==> src/rtl/ltc2145_rx.sv <==
// ltc2145_rx: two-channel LTC2145 capture with offset-binary to two's complement conversion, lock/settle gating and sticky over-range flags
module ltc2145_rx #(
  parameter int DATA_WIDTH    = 14,
  parameter int SETTLE_CYCLES = 1024,
  parameter int INVERT_A      = 1,
  parameter int INVERT_B      = 1
) (
  input  logic                  adc_clk_i,
  input  logic                  adc_rst_ni,
  input  logic                  adc_locked_i,
  input  logic [DATA_WIDTH-1:0] adc_dat_a_i,
  input  logic [DATA_WIDTH-1:0] adc_dat_b_i,
  input  logic                  ovr_clr_i,
  output logic [DATA_WIDTH-1:0] dat_a_o,
  output logic                  dat_a_en_o,
  output logic                  dat_a_rst_o,
  output logic [DATA_WIDTH-1:0] dat_b_o,
  output logic                  dat_b_en_o,
  output logic                  dat_b_rst_o,
  output logic                  ovr_a_o,
  output logic                  ovr_b_o,
  output logic [1:0]            state_o
);
  localparam int CW = $clog2(SETTLE_CYCLES + 1);
  localparam logic [CW-1:0] LAST = CW'(SETTLE_CYCLES - 1);
  localparam logic [DATA_WIDTH-1:0] ONES = '1;
  typedef enum logic [1:0] {IDLE = 2'd0, SETTLE = 2'd1, RUN = 2'd2} state_t;
  state_t state, state_d;
  logic [CW-1:0] cnt, cnt_d;
  logic lock_m, lock_s, en_q;
  logic [DATA_WIDTH-1:0] raw_a, raw_b, cv_a, cv_b;
  function automatic logic [DATA_WIDTH-1:0] conv(input logic [DATA_WIDTH-1:0] r, input logic inv);
    logic [DATA_WIDTH-1:0] t;
    t = {~r[DATA_WIDTH-1], r[DATA_WIDTH-2:0]};
    conv = !inv ? t : (t == {1'b1, {(DATA_WIDTH-1){1'b0}}}) ? {1'b0, {(DATA_WIDTH-1){1'b1}}} : -t;
  endfunction
  always_ff @(posedge adc_clk_i or negedge adc_rst_ni)
    if (!adc_rst_ni) {lock_s, lock_m} <= 2'b00;
    else {lock_s, lock_m} <= {lock_m, adc_locked_i};
  always_ff @(posedge adc_clk_i or negedge adc_rst_ni)
    if (!adc_rst_ni) begin
      state <= IDLE;
      cnt   <= '0;
    end else begin
      state <= state_d;
      cnt   <= cnt_d;
    end
  always_comb begin
    state_d = !lock_s ? IDLE :
              state == IDLE ? SETTLE :
              (state == SETTLE && cnt == LAST) ? RUN : state;
    cnt_d = (lock_s && state == SETTLE) ? cnt + CW'(1) : '0;
  end
  always_ff @(posedge adc_clk_i or negedge adc_rst_ni)
    if (!adc_rst_ni) begin
      raw_a   <= '0;
      raw_b   <= '0;
      cv_a    <= '0;
      cv_b    <= '0;
      dat_a_o <= '0;
      dat_b_o <= '0;
      en_q    <= 1'b0;
      ovr_a_o <= 1'b0;
      ovr_b_o <= 1'b0;
    end else begin
      raw_a   <= adc_dat_a_i;
      raw_b   <= adc_dat_b_i;
      cv_a    <= conv(raw_a, INVERT_A != 0);
      cv_b    <= conv(raw_b, INVERT_B != 0);
      dat_a_o <= cv_a;
      dat_b_o <= cv_b;
      en_q    <= state == RUN;
      ovr_a_o <= (state == RUN && (raw_a == '0 || raw_a == ONES)) ? 1'b1 : ovr_clr_i ? 1'b0 : ovr_a_o;
      ovr_b_o <= (state == RUN && (raw_b == '0 || raw_b == ONES)) ? 1'b1 : ovr_clr_i ? 1'b0 : ovr_b_o;
    end
  assign dat_a_en_o  = en_q;
  assign dat_b_en_o  = en_q;
  assign dat_a_rst_o = ~en_q;
  assign dat_b_rst_o = ~en_q;
  assign state_o     = state;
endmodule

==> config.mk <==
export PLATFORM = sky130hd
export DESIGN_NAME = ltc2145_rx
export DESIGN_NICKNAME = d
export VERILOG_FILES = /design/src/rtl/ltc2145_rx.sv
export SDC_FILE = /design/constraint.sdc
export NUM_CORES = 1
export LEC_CHECK = 0
export CORE_ASPECT_RATIO = 0.9
export CORE_MARGIN = 8
export CORE_UTILIZATION = 45
export DETAILED_ROUTE_END_ITERATION = 12
export PLACE_DENSITY_LB_ADDON = 0.05
export SLEW_MARGIN = 20
export SYNTH_ARGS = -nofsm -noshare
export SYNTH_HDL_FRONTEND = slang
export SYNTH_SLANG_ARGS = --single-unit
==> constraint.sdc <==
create_clock -name adc_clk_i -period 4.34 [get_ports adc_clk_i]
set_input_delay 0.434 -clock adc_clk_i [delete_from_list [all_inputs] [get_ports adc_clk_i]]
set_output_delay 0.434 -clock adc_clk_i [all_outputs]
set_load 0.05 [all_outputs]
==> qor.txt <==
SYNTH
--------------------------------------------------------------------------------------------------------
Async set-reset flop share out of synthesis ...............................................         100%
Post-synthesis sequential area ratio ......................................................        71.0%
Count of mapped cells out of synthesis ....................................................          271
Synthesis Warnings ........................................................................            0
Synthesized flop and latch total ..........................................................          102
Count of flip-flops with a built-in enable after synthesis ................................            0
Cell Area, Synth ..........................................................................  0.00360 mm2
Leading register cell type out of synthesis ...............................................      dfrtp_1
Mean post-synth cell area .................................................................     13.3 um2
Unique cell type count in the Yosys netlist ...............................................           40
Total nets after synthesis ................................................................          308

WORST SETUP PATH
--------------------------------------------------------------------------------------------------------
Crit path cell chain ...................................................................... inv_1, ha_1, or3b_2, nor3_2, nand3b_1, o21ai_0
Crit Reg-Reg Startpoint ...................................................................     raw_b[0]
Reg2reg setup slack .......................................................................      2.19 ns
Reg-to-reg critical path endpoint .........................................................      ovr_b_o
Required time of the critical path ........................................................      4.61 ns
Kind of cell with the highest combined delay on the critical path ......................... simple AND/OR/NAND/NOR gates
Delay contributed by the slowest stage of the critical path ...............................      0.55 ns
Category of the critical setup timing path ................................................      reg2reg
Path depth of the worst reg2reg path ......................................................            6
Worst Setup End Kind ......................................................................     register
CP Launch Type ............................................................................     register
Sum of buffers and inverters on the critical path .........................................            1
Crit path arrival time ....................................................................      2.43 ns
Largest fanout on the critical path .......................................................           12
Critical path's slowest cell ..............................................................       or3b_2

TIMING
--------------------------------------------------------------------------------------------------------
Final setup fails .........................................................................            0
Final worst setup slack ...................................................................      2.19 ns
Worst slew margin relative to its limit ...................................................        49.0%
Post-Route Setup TNS ......................................................................         0 ns
Period Utilization, post-route ............................................................        49.6%
Maximum operating frequency ...............................................................      465 MHz
Final number of max-transition violations .................................................            0
Minimum clock period after layout .........................................................      2.15 ns
Final hold viol count .....................................................................            0
Slew at the pin with the worst max-slew slack .............................................     0.765 ns
RSZ-0062 raised after global routing ......................................................           no
Worst-case hold slack .....................................................................     0.145 ns
Clock skew ................................................................................    0.0106 ns

GRT
--------------------------------------------------------------------------------------------------------
Antenna violations before repair ..........................................................            0
Wire length of the first global-routing pass ..............................................      10.5 mm
Grt ovf ...................................................................................            0
Total global-route track usage ............................................................        12.3%
Pin count of the biggest net entering global routing ......................................           65
Number of global-route vias before repair .................................................        2,107

DIE
--------------------------------------------------------------------------------------------------------
Number of rows in the core area ...........................................................           31
Die width .................................................................................       110 um
Die area ..................................................................................   0.0111 mm2
I/O pins ..................................................................................           68
Die height ................................................................................       101 um
Effective utilization at floorplan ........................................................        45.5%
Core Region ...............................................................................  0.00791 mm2

DETAILED ROUTING
--------------------------------------------------------------------------------------------------------
Initial DRC Count .........................................................................           81
Average detailed-routed wire length per instance ..........................................      13.9 um
Final WL ..................................................................................      6.21 mm
Drt first pass iters ......................................................................            4
Count of vias placed by the detailed router ...............................................        2,099
Post-route DRC ............................................................................            0
Average vias per placed instance ..........................................................         4.70
ANT nets after route ......................................................................            0

CLOCK TREE
--------------------------------------------------------------------------------------------------------
Maximum buffer depth of the clock tree ....................................................            2
Number of gates resized after CTS .........................................................            0
Source-to-sink clock delay at the later pin of the worst-skew pair ........................      0.35 ns
Total clock buffers created by CTS ........................................................            9
H-Tree Level Count ........................................................................            3
Cell at the root of the clock tree ........................................................     clkbuf_8
Cts hold-fix bufs .........................................................................            0
Post-CTS clock slew at the launch and capture registers of the worst setup and hold paths .      0.10 ns
Sinks on the clock net ....................................................................          102
CTS tree ..................................................................................          yes
Total setup buffers inserted after CTS ....................................................            0

PLACED DESIGN
--------------------------------------------------------------------------------------------------------
Post-placement worst setup slack ..........................................................      2.22 ns
Number of buffers inserted by port buffering ..............................................           67
Post-DP HPWL ..............................................................................      4.48 mm
Post-DP Area ..............................................................................  0.00436 mm2
Weighted congestion at the end of routability-driven global placement .....................        0.758

FINAL LAYOUT
--------------------------------------------------------------------------------------------------------
Final Instance Area .......................................................................  0.00454 mm2
Multi-input gate area .....................................................................      975 um2
Commonest non-fill, non-tap cell in the layout ............................................      dfrtp_1
Sequential cell area ......................................................................  0.00255 mm2
Number of nets at the end of the flow .....................................................          380
Syn-to-layout area delta ..................................................................        26.2%
Fraction of layout cells with a size suffix above 1 .......................................        8.62%
Top library cells by usage in the layout, fill and taps aside ............................. dfrtp_1, clkdlybuf4s50_1, nand2_1, nor2_1, xor2_1
Antenna cell count ........................................................................            0
Fillers ...................................................................................          663

PWR
--------------------------------------------------------------------------------------------------------
Max VDD drop ..............................................................................   0.000172 V
Leak Pwr ..................................................................................      2.00 nW
PwrDens ...................................................................................   384 mW/mm2

STATUS
--------------------------------------------------------------------------------------------------------
Result of the run ......................................................................... finished clean

RUN
--------------------------------------------------------------------------------------------------------
Maximum Capacitance Violations ............................................................            0

MIN PATH
--------------------------------------------------------------------------------------------------------
Path category of the worst min-delay check ................................................     in2async

stage by stage:
stage,cells,power (mW),utilization [%]
final,447,1.75,57.4
after global routing,447,1.84,57.4
after CTS,447,1.78,57.4
after detailed placement,431,1.23,55.1
after global placement,431,1.23,55.1
after floorplan,271,1.13,-
synth_stat cells, types with 2 or more instances:
cell / instances / area, um2
dfrtp_1: 102 / 2550
nand2_1: 31 / 116
nor2_1: 24 / 90.1
xor2_1: 18 / 158
nand3_1: 10 / 50.1
inv_1: 9 / 33.8
nand4_1: 7 / 43.8
nor3_1: 7 / 35.0
xnor2_1: 7 / 61.3
ha_1: 5 / 62.6
and4_1: 3 / 26.3
clkbuf_1: 3 / 11.3
nand2b_1: 3 / 18.8
nand3b_1: 3 / 22.5
nor3_2: 3 / 30.0
o21ai_0: 3 / 15.0
or4_4: 3 / 33.8
a21oi_1: 2 / 10.0
a22oi_1: 2 / 15.0
buf_2: 2 / 10.0
buf_4: 2 / 15.0
nor4_1: 2 / 12.5
o31ai_1: 2 / 15.0
or2_2: 2 / 12.5
how the worst max path moves through the flow:
stage | from | endpoint | slack (ns) | cells past startpoint
floorplan | raw_b[0] | cv_b[0] | 2.55 | 8
global placement | raw_b[0] | ovr_b_o | 2.26 | 6
detailed placement | raw_b[0] | ovr_b_o | 2.22 | 6
CTS | raw_b[0] | ovr_b_o | 2.22 | 6
global route | raw_b[0] | ovr_b_o | 2.02 | 6
finish | raw_b[0] | ovr_b_o | 2.19 | 6
worst reg2reg max path, stage by stage, from the launching register on:
cell and delay (ns):
dfrtp_1 0.42, inv_1 0.09, ha_1 0.17, or3b_2 0.55
nor3_2 0.20, nand3b_1 0.38, o21ai_0 0.27
cell type report:
class | count | share of cell area, %
clock buffer | 9 | 2.73
tap | 99 | 2.73
clock inverter | 7 | 1.24
timing repair buffer | 68 | 14.9
inverter | 9 | 0.744
multi-input combinational | 153 | 21.5
sequential | 102 | 56.2
metal layers:
layer  global-route usage (%)  vias to the layer above  part of all wire, %
li1                         -                     1040                    -
met3                     4.99                        5                  6.9
met1                     17.2                     1000                   49
met5                        0                        -                    0
met4                     3.89                        0                  1.0
met2                     16.9                       54                   43
kinds of logic after synthesis:
logic type | count (synthesis) | share of synthesized area, %
and+or+nand+nor | 108 | 16.3
xor gates and xnor gates | 25 | 6.09
AOI/OAI and AO/OA | 13 | 2.37
buffers and inverters | 16 | 1.95
muxes | 2 | 0.591
adders and majority gates | 5 | 1.74
DFF | 102 | 71.0
registers in the layout, indices dropped and copies added (netlist names):
register,cells
cnt,11
cv_a,14
cv_b,14
dat_a_en_o,1
dat_a_o,14
dat_b_o,14
lock_m,1
lock_s,1
ovr_a_o,1
ovr_b_o,1
raw_a,14
raw_b,14
state_o,2
report_power, final:
part           total, mW  internal (mW)  leakage, nW  switching (mW)
sequential          1.03          0.998         1.22          0.0294
combinational      0.182         0.0712        0.679           0.111
clock              0.536          0.217       0.0959           0.319
(Power assumes the default switching activity.)
